[config.mk]
export PLATFORM = sky130hd
export DESIGN_NAME = alu_issue_ctrl
export DESIGN_NICKNAME = d
export VERILOG_FILES = /design/src/rtl/alu_pkg.sv /design/src/rtl/alu_issue_ctrl.sv
export SDC_FILE = /design/constraint.sdc
export NUM_CORES = 1
export LEC_CHECK = 0
export BUFFER_PORTS_ARGS = -buffer_cell sky130_fd_sc_hd__buf_4
export CORE_ASPECT_RATIO = 1.75
export CORE_MARGIN = 4
export CORE_UTILIZATION = 45
export DETAILED_ROUTE_END_ITERATION = 16
export PLACE_DENSITY = 0.76
export SYNTH_ARGS = -nofsm -noshare
export SYNTH_HDL_FRONTEND = slang
export SYNTH_SLANG_ARGS = --single-unit
[constraint.sdc]
create_clock -name i_clk -period 2.9 [get_ports i_clk]
set_input_delay 0.145 -clock i_clk [delete_from_list [all_inputs] [get_ports i_clk]]
set_output_delay 0.145 -clock i_clk [all_outputs]
set_load 0.02 [all_outputs]
[src/rtl/alu_pkg.sv]
// Shared definitions for the ALU and its issue controller: opcodes, FSM states, legality helpers.
package alu_pkg;

    localparam int unsigned ALU_NOP = 0;
    localparam int unsigned ALU_ADD = 1;
    localparam int unsigned ALU_SUB = 2;
    localparam int unsigned ALU_MUL = 3;
    localparam int unsigned ALU_DIV = 4;
    localparam int unsigned ALU_MOD = 5;

    typedef enum logic [1:0] {
        IDLE = 2'd0,
        WAIT = 2'd1,
        RESP = 2'd2
    } state_e;

    function automatic logic op_legal(input logic [31:0] op);
        return (op >= ALU_ADD) && (op <= ALU_MOD);
    endfunction

    function automatic logic op_divides(input logic [31:0] op);
        return (op == ALU_DIV) || (op == ALU_MOD);
    endfunction

endpackage

[src/rtl/alu_issue_ctrl.sv]
// Issues screened requests to a combinational ALU, captures the result after a settle
// time and returns it with zero/error flags over a valid/ready response handshake.
module alu_issue_ctrl
    import alu_pkg::*;
#(
    parameter int unsigned DATA_W     = 16,
    parameter int unsigned OP_W       = 3,
    parameter int unsigned SETTLE_CYC = 1
) (
    input  logic              i_clk,
    input  logic              i_rst,
    input  logic              i_req_valid,
    output logic              o_req_ready,
    input  logic [OP_W-1:0]   i_req_op,
    input  logic [DATA_W-1:0] i_req_a,
    input  logic [DATA_W-1:0] i_req_b,
    output logic [DATA_W-1:0] o_alu_in1,
    output logic [DATA_W-1:0] o_alu_in2,
    output logic [OP_W-1:0]   o_alu_op,
    input  logic [DATA_W-1:0] i_alu_out,
    output logic              o_rsp_valid,
    input  logic              i_rsp_ready,
    output logic [DATA_W-1:0] o_rsp_data,
    output logic              o_rsp_z,
    output logic              o_rsp_err,
    output logic              o_busy
);

    localparam int unsigned     CNT_W    = (SETTLE_CYC > 1) ? $clog2(SETTLE_CYC) : 1;
    localparam logic [CNT_W-1:0] CNT_INIT = CNT_W'(SETTLE_CYC - 1);

    state_e              state_q, state_d;
    logic [CNT_W-1:0]    cnt_q, cnt_d;
    logic [DATA_W-1:0]   alu_in1_q, alu_in1_d;
    logic [DATA_W-1:0]   alu_in2_q, alu_in2_d;
    logic [OP_W-1:0]     alu_op_q, alu_op_d;
    logic [DATA_W-1:0]   rsp_data_q, rsp_data_d;
    logic                rsp_z_q, rsp_z_d;
    logic                rsp_err_q, rsp_err_d;
    logic                rsp_valid_q, rsp_valid_d;
    logic                req_ready_q, req_ready_d;
    logic                busy_q, busy_d;
    logic                req_ok;

    always_comb begin
        state_d    = state_q;
        cnt_d      = cnt_q;
        alu_in1_d  = alu_in1_q;
        alu_in2_d  = alu_in2_q;
        alu_op_d   = alu_op_q;
        rsp_data_d = rsp_data_q;
        rsp_z_d    = rsp_z_q;
        rsp_err_d  = rsp_err_q;
        req_ok     = op_legal(32'(i_req_op)) &&
                     !(op_divides(32'(i_req_op)) && (i_req_a == '0));

        case (state_q)
            IDLE: begin
                if (i_req_valid) begin
                    if (req_ok) begin
                        alu_in1_d = i_req_a;
                        alu_in2_d = i_req_b;
                        alu_op_d  = i_req_op;
                        cnt_d     = CNT_INIT;
                        state_d   = WAIT;
                    end else begin
                        rsp_data_d = '0;
                        rsp_z_d    = 1'b0;
                        rsp_err_d  = 1'b1;
                        state_d    = RESP;
                    end
                end
            end
            WAIT: begin
                if (cnt_q != '0) begin
                    cnt_d = cnt_q - 1'b1;
                end else begin
                    rsp_data_d = i_alu_out;
                    rsp_z_d    = (i_alu_out == '0);
                    rsp_err_d  = 1'b0;
                    alu_op_d   = '0;
                    state_d    = RESP;
                end
            end
            RESP: begin
                if (i_rsp_ready) begin
                    state_d = IDLE;
                end
            end
            default: state_d = IDLE;
        endcase

        // Handshake outputs are registered copies of the next-state decode.
        req_ready_d = (state_d == IDLE);
        busy_d      = (state_d != IDLE);
        rsp_valid_d = (state_d == RESP);
    end

    always_ff @(posedge i_clk or posedge i_rst) begin
        if (i_rst) begin
            state_q     <= IDLE;
            cnt_q       <= '0;
            alu_in1_q   <= '0;
            alu_in2_q   <= '0;
            alu_op_q    <= '0;
            rsp_data_q  <= '0;
            rsp_z_q     <= 1'b0;
            rsp_err_q   <= 1'b0;
            rsp_valid_q <= 1'b0;
            req_ready_q <= 1'b1;
            busy_q      <= 1'b0;
        end else begin
            state_q     <= state_d;
            cnt_q       <= cnt_d;
            alu_in1_q   <= alu_in1_d;
            alu_in2_q   <= alu_in2_d;
            alu_op_q    <= alu_op_d;
            rsp_data_q  <= rsp_data_d;
            rsp_z_q     <= rsp_z_d;
            rsp_err_q   <= rsp_err_d;
            rsp_valid_q <= rsp_valid_d;
            req_ready_q <= req_ready_d;
            busy_q      <= busy_d;
        end
    end

    assign o_req_ready = req_ready_q;
    assign o_busy      = busy_q;
    assign o_rsp_valid = rsp_valid_q;
    assign o_alu_in1   = alu_in1_q;
    assign o_alu_in2   = alu_in2_q;
    assign o_alu_op    = alu_op_q;
    assign o_rsp_data  = rsp_data_q;
    assign o_rsp_z     = rsp_z_q;
    assign o_rsp_err   = rsp_err_q;

endmodule

Word level (Yosys, flattened, before mapping)
Cells that the tools add are included.
W data, S select, Z words.

storage, ports and cells
  bits in registers = 59
  input bits = 55
  logic and storage cells = 63

cells by class
  add/subtract/negate cells = 1
  order comparisons = 2
  eq/ne operators = 9
  multiplexer cells = 25
  reduce and logical (&&, ||, !) cells = 15

operator list
  operator               count
  $mux W16               3
  $logic_not A16 Y1      2
  $pmux W16 S2           1
  $mux W1                9
  $mux W3                3
  $mux W2                4
  $ne A2 B2 Y1 const B   4
  $reduce_and A4 Y1      2
  $eq A3 B3 Y1 const B   2
  $pmux W1 S2            3
  $pmux W2 S3            1
  $pmux W3 S2            1
  $reduce_and A3 Y1      2
  $eq A2 B2 Y1 const B   2
  $logic_not A2 Y1       2
  $reduce_bool A2 Y1     2
  $ge A3 B1 Y1 const B   1
  $le A3 B3 Y1 const B   1
  $logic_and A1 B1 Y1    3
  $eq A2 B1 Y1 const B   1
  $logic_not A1 Y1       1
  $logic_or A1 B1 Y1     1
  $sub A1 B1 Y1 const B  1

Depth between registers and ports, before layout
Gate-level depths: netlist (run 1).

  word-level depth = 9
  mapped depth = 6

Worst setup path before layout (run 1)
No wires, ideal clock.

  path kind = register -> register
  start = register state_q[0]
  end = register alu_in2_q[10] (netlist: o_alu_in2[10])
  setup time = 132 ps
  data arrival time = 1413 ps
  slack = 1355 ps
  stages on the path, launching flop included = 6
  path buffers = 2
  clock period less this slack = 1545 ps
  path through = dfrtp_1 -> or3b_1 -> buf_6 -> buf_6 -> a221oi_2 -> nand3_1

between the ends
  longest elaborated chain between the ends = 2

ends and longest elaborated chain
  item                         line                   text
  from (decl)                  alu_issue_ctrl.sv:32   state_e state_q, state_d;
  from (signal assigned)       alu_issue_ctrl.sv:113  state_q <= state_d;
  $logic_not A2 Y1             alu_issue_ctrl.sv:57   case (state_q)
  $reduce_and A3 Y1 (no line)  -
  to (signal assigned)         alu_issue_ctrl.sv:116  alu_in2_q <= alu_in2_d;
  to (decl)                    alu_issue_ctrl.sv:35   logic [DATA_W-1:0] alu_in2_q, alu_in2_d;

Every way passes these cells.
A chain may end at the register's enable or synchronous reset.

Worst setup path after layout (run 1)
  start = register state_q[1]
  end = register alu_in1_q[10] (netlist: o_alu_in1[10])

between the ends
  longest elaborated chain between the ends = 2

ends and longest elaborated chain
  item                         line                   text
  $logic_not A2 Y1             alu_issue_ctrl.sv:57
  $reduce_and A3 Y1 (no line)  -
  to (signal assigned)         alu_issue_ctrl.sv:115  alu_in1_q <= alu_in1_d;
  to (decl)                    alu_issue_ctrl.sv:34   logic [DATA_W-1:0] alu_in1_q, alu_in1_d;

Every way passes these cells.

==> results of run 1 <==
-- worst paths after layout --
path / start / endpoint
worst max-delay path: state_q[1]$_DFF_PP0_ / o_alu_in1[10]$_DFFE_PP0P_
worst min-delay path: i_req_b[0] / o_alu_in2[0]$_DFFE_PP0P_
worst max register to register: state_q[1]$_DFF_PP0_ / o_alu_in1[10]$_DFFE_PP0P_
worst min register to register: o_rsp_err$_DFFE_PP0P_ / o_rsp_err$_DFFE_PP0P_
max in group asynchronous: i_rst / o_req_ready$_DFF_PP1_
min in group asynchronous: i_rst / o_alu_in1[5]$_DFFE_PP0P_
-- metal layers --
metal	GRT usage [%]	vias up	part of all wire [%]
met5	0	-	0
met4	12.2	0	2.9
met3	3.63	22	5.5
met2	38.1	129	54
met1	27.5	1660	37
li1	-	1575	-
-- per-stage QoR --
step,hold WS (ns),instance area [um^2],total power [mW],std cells
floorplan,0.283,3510,2.46,343
global placement,0.328,4350,3.15,518
detailed placement,0.335,4350,3.20,518
CTS,0.0577,4660,4.28,535
global route,0.0768,4660,4.47,535
finish,0.0667,4660,4.23,535
-- report_power, final --
group	internal, mW	switching (mW)	total (mW)
registers	1.12	0.305	1.42
clock network	0.710	0.340	1.05
logic	0.827	0.933	1.76
total	2.65	1.58	4.23
-- cell families (layout without fill, tap and decap cells) --
| group | Yosys count | in the layout |
|---|---|---|
| AOI/OAI and AO/OA | 80 | 80 |
| buffers and inverters | 43 | 147 |
| DFF | 58 | 58 |
| muxes | 17 | 17 |
| and+or+nand+nor | 145 | 145 |
-- tightest hold or removal path: stages --
cell	delay, ns
buf_4	0.09
a221oi_2	0.05
nand3_1	0.07
-- layout make-up --
type / count / area share, %
multi-input cells: 242 / 39.0
clock buffers: 14 / 5.67
flip-flops and latches: 58 / 31.2
repair buffers: 129 / 20.8
well taps: 88 / 2.36
inverters: 2 / 0.161
clock inverters: 2 / 0.752
-- flip-flops by register name (all words and copies together), names as in the netlist --
name         count
o_alu_in1       16
o_alu_in2       16
o_rsp_data      16
o_alu_op         3
state_q          2
o_busy           1
o_req_ready      1
o_rsp_err        1
o_rsp_valid      1
o_rsp_z          1
-- cells in the final DEF (no fill, tap or decap), types with 2 or more instances in the layout --
cell type    n
nor2b_1      2
a31o_2       2
o2111ai_1   16
a221oi_2    28
and3_1      32
dfrtp_1     57
nor2_1       3
mux2i_1     16
clkbuf_16    9
clkbuf_1     3
and2_1       2
nand4_1     33
clkbuf_8     2
a211oi_1     3
nor2b_2      2
nand2b_1     2
nor4_1       8
a21oi_1     19
a221oi_1     4
buf_4      128
nand2_1      6
nand3_1     49
o21a_1       2
==> load_flow_metrics.sql, run 1 <==
INSERT INTO impl_metrics (metric_group, metric, value, unit) VALUES
('worst_setup_path', 'timing.critical_path.required', '3.15', 'ns'),
('placement', 'routability_congestion_estimate_from_global_placement', '0.846', ''),
('logic_synthesis', 'yosys_most_used_dff', 'dfrtp_1', ''),
('routing', 'drt-initial-drc-count', '227', ''),
('logic_synthesis', 'synth.yosys.seq_area_share', '41.4', '%'),
('worst_setup_path', 'critical_path.cell_chain', 'or3b_2 -> nor2_8 -> a221oi_1 -> nand3_1', ''),
('logic_synthesis', 'synth_adder_area_share', '0', '%'),
('clock_tree', 'clock_latency', '0.32', 'ns'),
('cells_and_area', 'fillCellCount', '672', ''),
('worst_setup_path', 'crit_path_start_kind', 'flip-flop', ''),
('clock_tree', 'postCtsSetupBuffers', '0', ''),
('floorplanning', 'fp.dieH', '125', 'um'),
('global_routing', 'first_pass_grt_wire_length', '16800', 'um'),
('timing', 'clock.fmax', '453', 'MHz'),
('timing', 'setup_violations', '0', ''),
('logic_synthesis', 'synth.mux.area_fraction', '4.88', '%'),
('floorplanning', 'initial_utilization', '46.4', '%'),
('global_routing', 'first_global_vias', '3477', ''),
('logic_synthesis', 'synth_enable_flop_cells', '0', ''),
('cells_and_area', 'fin_nets', '497', ''),
('status', 'status', 'finished, final reports clean', ''),
('cells_and_area', 'final_core_utilization', '61.6', '%'),
('timing', 'post-route-min-period', '2.21', 'ns'),
('routing', 'ant_nets', '0', ''),
('logic_synthesis', 'syn-instance-count', '343', ''),
('worst_hold_path', 'min_path_type', 'in -> reg', ''),
('logic_synthesis', 'postSynth.asyncResetShare', '100', '%'),
('clock_tree', 'number_of_instances_resized_during_post_cts_repair', '0', ''),
('timing', 'hold_violations', '0', ''),
('timing', 'rsz0062_at_grt', 'no', ''),
('global_routing', 'global_route.overflow_total', '0', ''),
('routing', 'detailed_route_drc_error_count', '0', ''),
('logic_synthesis', 'post-synth-top-count-cell', 'dfrtp_1', ''),
('routing', 'routed_via_count', '3386', ''),
('worst_setup_path', 'crit_fanout', '32', ''),
('floorplanning', 'coreArea', '7570', 'um^2'),
('floorplanning', 'floorplan.die_area', '9340', 'um^2'),
('cells_and_area', 'syn_to_final_growth', '32.6', '%'),
('logic_synthesis', 'synth-simple-area-share', '23.9', '%'),
('timing', 'min_period_over_period', '76.0', '%'),
('worst_setup_path', 'timing.critical_path.depth', '4', ''),
('logic_synthesis', 'yosys_warnings', '0', ''),
('logic_synthesis', 'synth.net_count', '398', ''),
('routing', 'drt-pass1-iter-count', '4', ''),
('cells_and_area', 'ff_latch_area', '1450', 'um^2'),
('global_routing', 'grt_antenna_before_repair', '0', ''),
('cells_and_area', 'multiInputGateArea', '1820', 'um^2'),
('routing', 'routed_wire_length_per_instance', '19.6', 'um'),
('timing', 'maxSlewHeadroom', '23.3', '%'),
('placement', 'hpwl', '7410', 'um'),
('worst_setup_path', 'cpPeakStageDelay', '0.74', 'ns'),
('worst_setup_path', 'crit_type', 'reg -> reg', ''),
('logic_synthesis', 'synth_commonest_cells', 'dfrtp_1 (57), nand3_1 (49), nand4_1 (33)', ''),
('floorplanning', 'die-width', '74.8', 'um'),
('clock_tree', 'cts.hold.buffers_added', '1', ''),
('logic_synthesis', 'synth_cell_type_count', '36', ''),
('logic_synthesis', 'post_synth_main_area_contributors', 'dfrtp_1 (41%), a221oi_2 (12%), nand3_1 (7.0%)', ''),
('placement', 'portBuffers', '110', ''),
('logic_synthesis', 'synth-seq-cells', '58', ''),
('clock_tree', 'clk_path_buf_depth', '2', ''),
('clock_tree', 'path_clk_slew', '0.05', 'ns'),
('worst_setup_path', 'cp.buffers_inverters', '0', ''),
('logic_synthesis', 'synth_compound_gate_area_share', '22.8', '%'),
('timing', 'fin_tns_setup', '0', 'ns'),
('logic_synthesis', 'syn_avg_cell_area', '10.2', 'um^2'),
('worst_setup_path', 'worstPathArrival', '2.46', 'ns'),
('worst_hold_path', 'number_of_cells_traversed_by_the_worst_hold_path', '3', ''),
('timing', 'tightestPinTransition', '1.15', 'ns'),
('clock_tree', 'tritoncts_clock_tree', 'done', ''),
('cells_and_area', 'antenna_cells_inserted', '0', ''),
('logic_synthesis', 'netlist.top_cell.by_area', 'dfrtp_1', '');
No activity file was read; power rests on OpenSTA's default activity.
==> inputs of run 2 (changes only) <==
ABC_AREA = 1   (was default)
PLACE_DENSITY = 0.81   (was 0.76)
clock period = 2.2 ns   (was 2.9 ns; I/O delays follow)
==> load_flow_metrics.sql, run 2 <==
INSERT INTO impl_metrics (metric_group, metric, value, unit) VALUES
('clock_tree', 'number_of_h_tree_levels', '3', ''),
('timing', 'setup_slack', '0.569', 'ns'),
('logic_synthesis', 'yosys_most_used_dff', 'dfrtp_1', ''),
('logic_synthesis', 'yosys_warnings', '0', ''),
('timing', 'maxSlewHeadroom', '57.8', '%'),
('logic_synthesis', 'synth-seq-cells', '58', ''),
('logic_synthesis', 'cell_area_after_synthesis', '2530', 'um^2'),
('cells_and_area', 'most-common-layout-cells', 'nand2_1 (123), buf_4 (112), dfrtp_1 (57)', ''),
('clock_tree', 'tritoncts.num_buffers', '9', ''),
('cells_and_area', 'antenna_cells_inserted', '0', ''),
('routing', 'detail_route.vias_per_cell', '5.13', ''),
('routing', 'wl', '7110', 'um'),
('global_routing', 'grt_start_max_net_pins', '38', ''),
('power_and_ir_drop', 'power', '4.77', 'mW'),
('clock_tree', 'clock_latency', '0.32', 'ns'),
('placement', 'place_worst_setup_slack', '0.585', 'ns'),
('power_and_ir_drop', 'static-leakage-power', '2.00', 'nW'),
('global_routing', 'first_pass_grt_wire_length', '11300', 'um'),
('timing', 'hold_violations', '0', ''),
('worst_hold_path', 'min_path_type', 'in -> reg', ''),
('routing', 'detailed_route_drc_error_count', '0', ''),
('power_and_ir_drop', 'powerDensity', '1300', 'nW/um^2'),
('timing', 'rsz0062_at_grt', 'no', ''),
('worst_setup_path', 'crit_type', 'reg -> reg', ''),
('power_and_ir_drop', 'ir_worst_vdd', '806', 'uV'),
('floorplanning', 'io-pin-count', '111', ''),
('timing', 'clock.fmax', '613', 'MHz'),
('clock_tree', 'path_clk_slew', '0.06', 'ns'),
('logic_synthesis', 'post_synth_main_area_contributors', 'dfrtp_1 (56%), nand2_1 (18%), nand4_1 (8.9%)', ''),
('global_routing', 'first_global_vias', '2479', ''),
('flow_run', 'cap_violations', '0', ''),
('cells_and_area', 'fin_nets', '460', ''),
('placement', 'routability_congestion_estimate_from_global_placement', '0.807', ''),
('worst_setup_path', 'worstPathArrival', '1.83', 'ns'),
('cells_and_area', 'fillCellCount', '436', ''),
('floorplanning', 'coreArea', '5340', 'um^2'),
('clock_tree', 'number_of_instances_resized_during_post_cts_repair', '0', ''),
('routing', 'drt-pass1-iter-count', '4', ''),
('logic_synthesis', 'synth.yosys.seq_area_share', '57.4', '%'),
('cells_and_area', 'multiInputGateArea', '927', 'um^2'),
('worst_setup_path', 'crit_fanout', '34', ''),
('routing', 'drt-initial-drc-count', '171', ''),
('timing', 'post-route-min-period', '1.63', 'ns'),
('logic_synthesis', 'synth_commonest_cells', 'nand2_1 (123), dfrtp_1 (57), nand4_1 (36)', ''),
('floorplanning', 'std_cell_rows', '35', ''),
('worst_setup_path', 'timing.critical_path.required', '2.40', 'ns'),
('logic_synthesis', 'postSynth.asyncResetShare', '100', '%'),
('routing', 'routed_via_count', '2467', ''),
('global_routing', 'groute.usage.overall', '21.4', '%'),
('routing', 'routed_wire_length_per_instance', '14.8', 'um'),
('worst_setup_path', 'crit_path_start_kind', 'flip-flop', ''),
('timing', 'fin_skew', '0.00367', 'ns'),
('timing', 'timing.hold.ws', '0.0300', 'ns'),
('logic_synthesis', 'post-synth-top-count-cell', 'nand2_1', ''),
('worst_setup_path', 'crit_path_end_kind', 'flip-flop', ''),
('logic_synthesis', 'synth_cell_type_count', '25', ''),
('cells_and_area', 'ff_latch_area', '1450', 'um^2'),
('logic_synthesis', 'syn-instance-count', '280', ''),
('clock_tree', 'tritoncts_clock_tree', 'done', ''),
('timing', 'tightestPinTransition', '0.631', 'ns'),
('clock_tree', 'cts_num_sinks', '58', ''),
('floorplanning', 'floorplan.die_area', '6930', 'um^2'),
('cells_and_area', 'final_layout_size_suffix_gt1_share', '33.7', '%'),
('placement', 'hpwl', '4780', 'um'),
('logic_synthesis', 'synth_enable_flop_cells', '0', ''),
('clock_tree', 'postCtsSetupBuffers', '0', ''),
('placement', 'portBuffers', '110', ''),
('global_routing', 'global_route.overflow_total', '0', ''),
('logic_synthesis', 'synth.net_count', '335', ''),
('logic_synthesis', 'synthDominantCellAreaShare', '56.4', '%'),
('timing', 'min_period_over_period', '74.1', '%'),
('floorplanning', 'initial_utilization', '47.4', '%'),
('cells_and_area', 'mostFrequentLayoutCell', 'nand2_1', ''),
('timing', 'maxSlewViolCount', '0', ''),
('floorplanning', 'fp.dieH', '107', 'um'),
('clock_tree', 'clk_path_buf_depth', '2', ''),
('floorplanning', 'die-width', '64.7', 'um'),
('status', 'status', 'finished, final reports clean', ''),
('cells_and_area', 'syn_to_final_growth', '45.4', '%'),
('clock_tree', 'clk_root_buffer_cell', 'clkbuf_8', ''),
('logic_synthesis', 'netlist.top_cell.by_area', 'dfrtp_1', ''),
('routing', 'ant_nets', '0', ''),
('logic_synthesis', 'syn_avg_cell_area', '9.04', 'um^2'),
('timing', 'fin_tns_setup', '0', 'ns'),
('global_routing', 'grt_antenna_before_repair', '0', ''),
('timing', 'setup_violations', '0', '');
-- run 2: worst max-delay path: stages, from the launching register on --
cell	delay, ns
dfrtp_1	0.45
nor2_4	0.30
nand4_4	0.48
nand2_1	0.22
nand2_1	0.07
-- run 2: layout make-up --
| type | count | area share [%] |
|---|---|---|
| Sequential cell | 58 | 39.5 |
| Clock buffer | 13 | 4.32 |
| Multi-Input combinational cell | 200 | 25.2 |
| Timing Repair Buffer | 129 | 27.8 |
| Inverter | 7 | 0.714 |
| Tap cell | 74 | 2.52 |
-- run 2: repair_timing --
item | in CTS | in global routing
hold buffers | 16 | 0
hold endpoints to repair | 40 | 0
setup endpoints to repair | 0 | 0
-- run 2: per-layer routing --
layer / up-vias / track usage (%) / part of all wire [%]
met5: - / 0 / 0
met4: 0 / 9.08 / 2.9
met3: 18 / 8.60 / 8.6
met2: 101 / 37.2 / 52
met1: 1177 / 22.6 / 37
li1: 1171 / - / -
-- run 2: where the power goes --
| part | switching (mW) | total [mW] | internal [mW] |
|---|---|---|---|
| clock network | 0.358 | 0.810 | 0.452 |
| registers | 0.284 | 1.82 | 1.53 |
| logic | 1.26 | 2.15 | 0.880 |
-- run 2: through the flow --
| stage | utilization [%] | std cells | instance area (um^2) |
|---|---|---|---|
| after floorplan | - | 280 | 2530 |
| after global placement | 62.9 | 452 | 3360 |
| after detailed placement | 62.9 | 452 | 3360 |
| after CTS | 68.9 | 481 | 3680 |
| after global routing | 68.9 | 481 | 3680 |
| final | 68.9 | 481 | 3680 |
-- run 2: logic make-up after synthesis --
| family | count (synthesis) | synth area share (%) |
|---|---|---|
| AO/OA/AOI/OAI | 4 | 0.940 |
| buffers and inverters | 22 | 5.93 |
| flip-flops | 58 | 57.4 |
| AND/OR/NAND/NOR | 196 | 35.7 |
-- run 2: worst paths after layout --
check / slack, ns / from / to / cells past startpoint
setup / recovery: 0.57 / state_q[1]$_DFF_PP0_ / o_alu_in2[11]$_DFFE_PP0P_ / 4
hold / removal: 0.03 / i_req_b[15] / o_alu_in2[15]$_DFFE_PP0P_ / 3
max in group asynchronous: 1.22 / i_rst / o_rsp_data[7]$_DFFE_PP0P_ / 4
setup reg to reg: 0.57 / state_q[1]$_DFF_PP0_ / o_alu_in2[11]$_DFFE_PP0P_ / 4
hold reg to reg: 0.47 / o_rsp_data[4]$_DFFE_PP0P_ / o_rsp_data[4]$_DFFE_PP0P_ / 2
min in group asynchronous: 0.42 / i_rst / o_alu_in1[7]$_DFFE_PP0P_ / 3
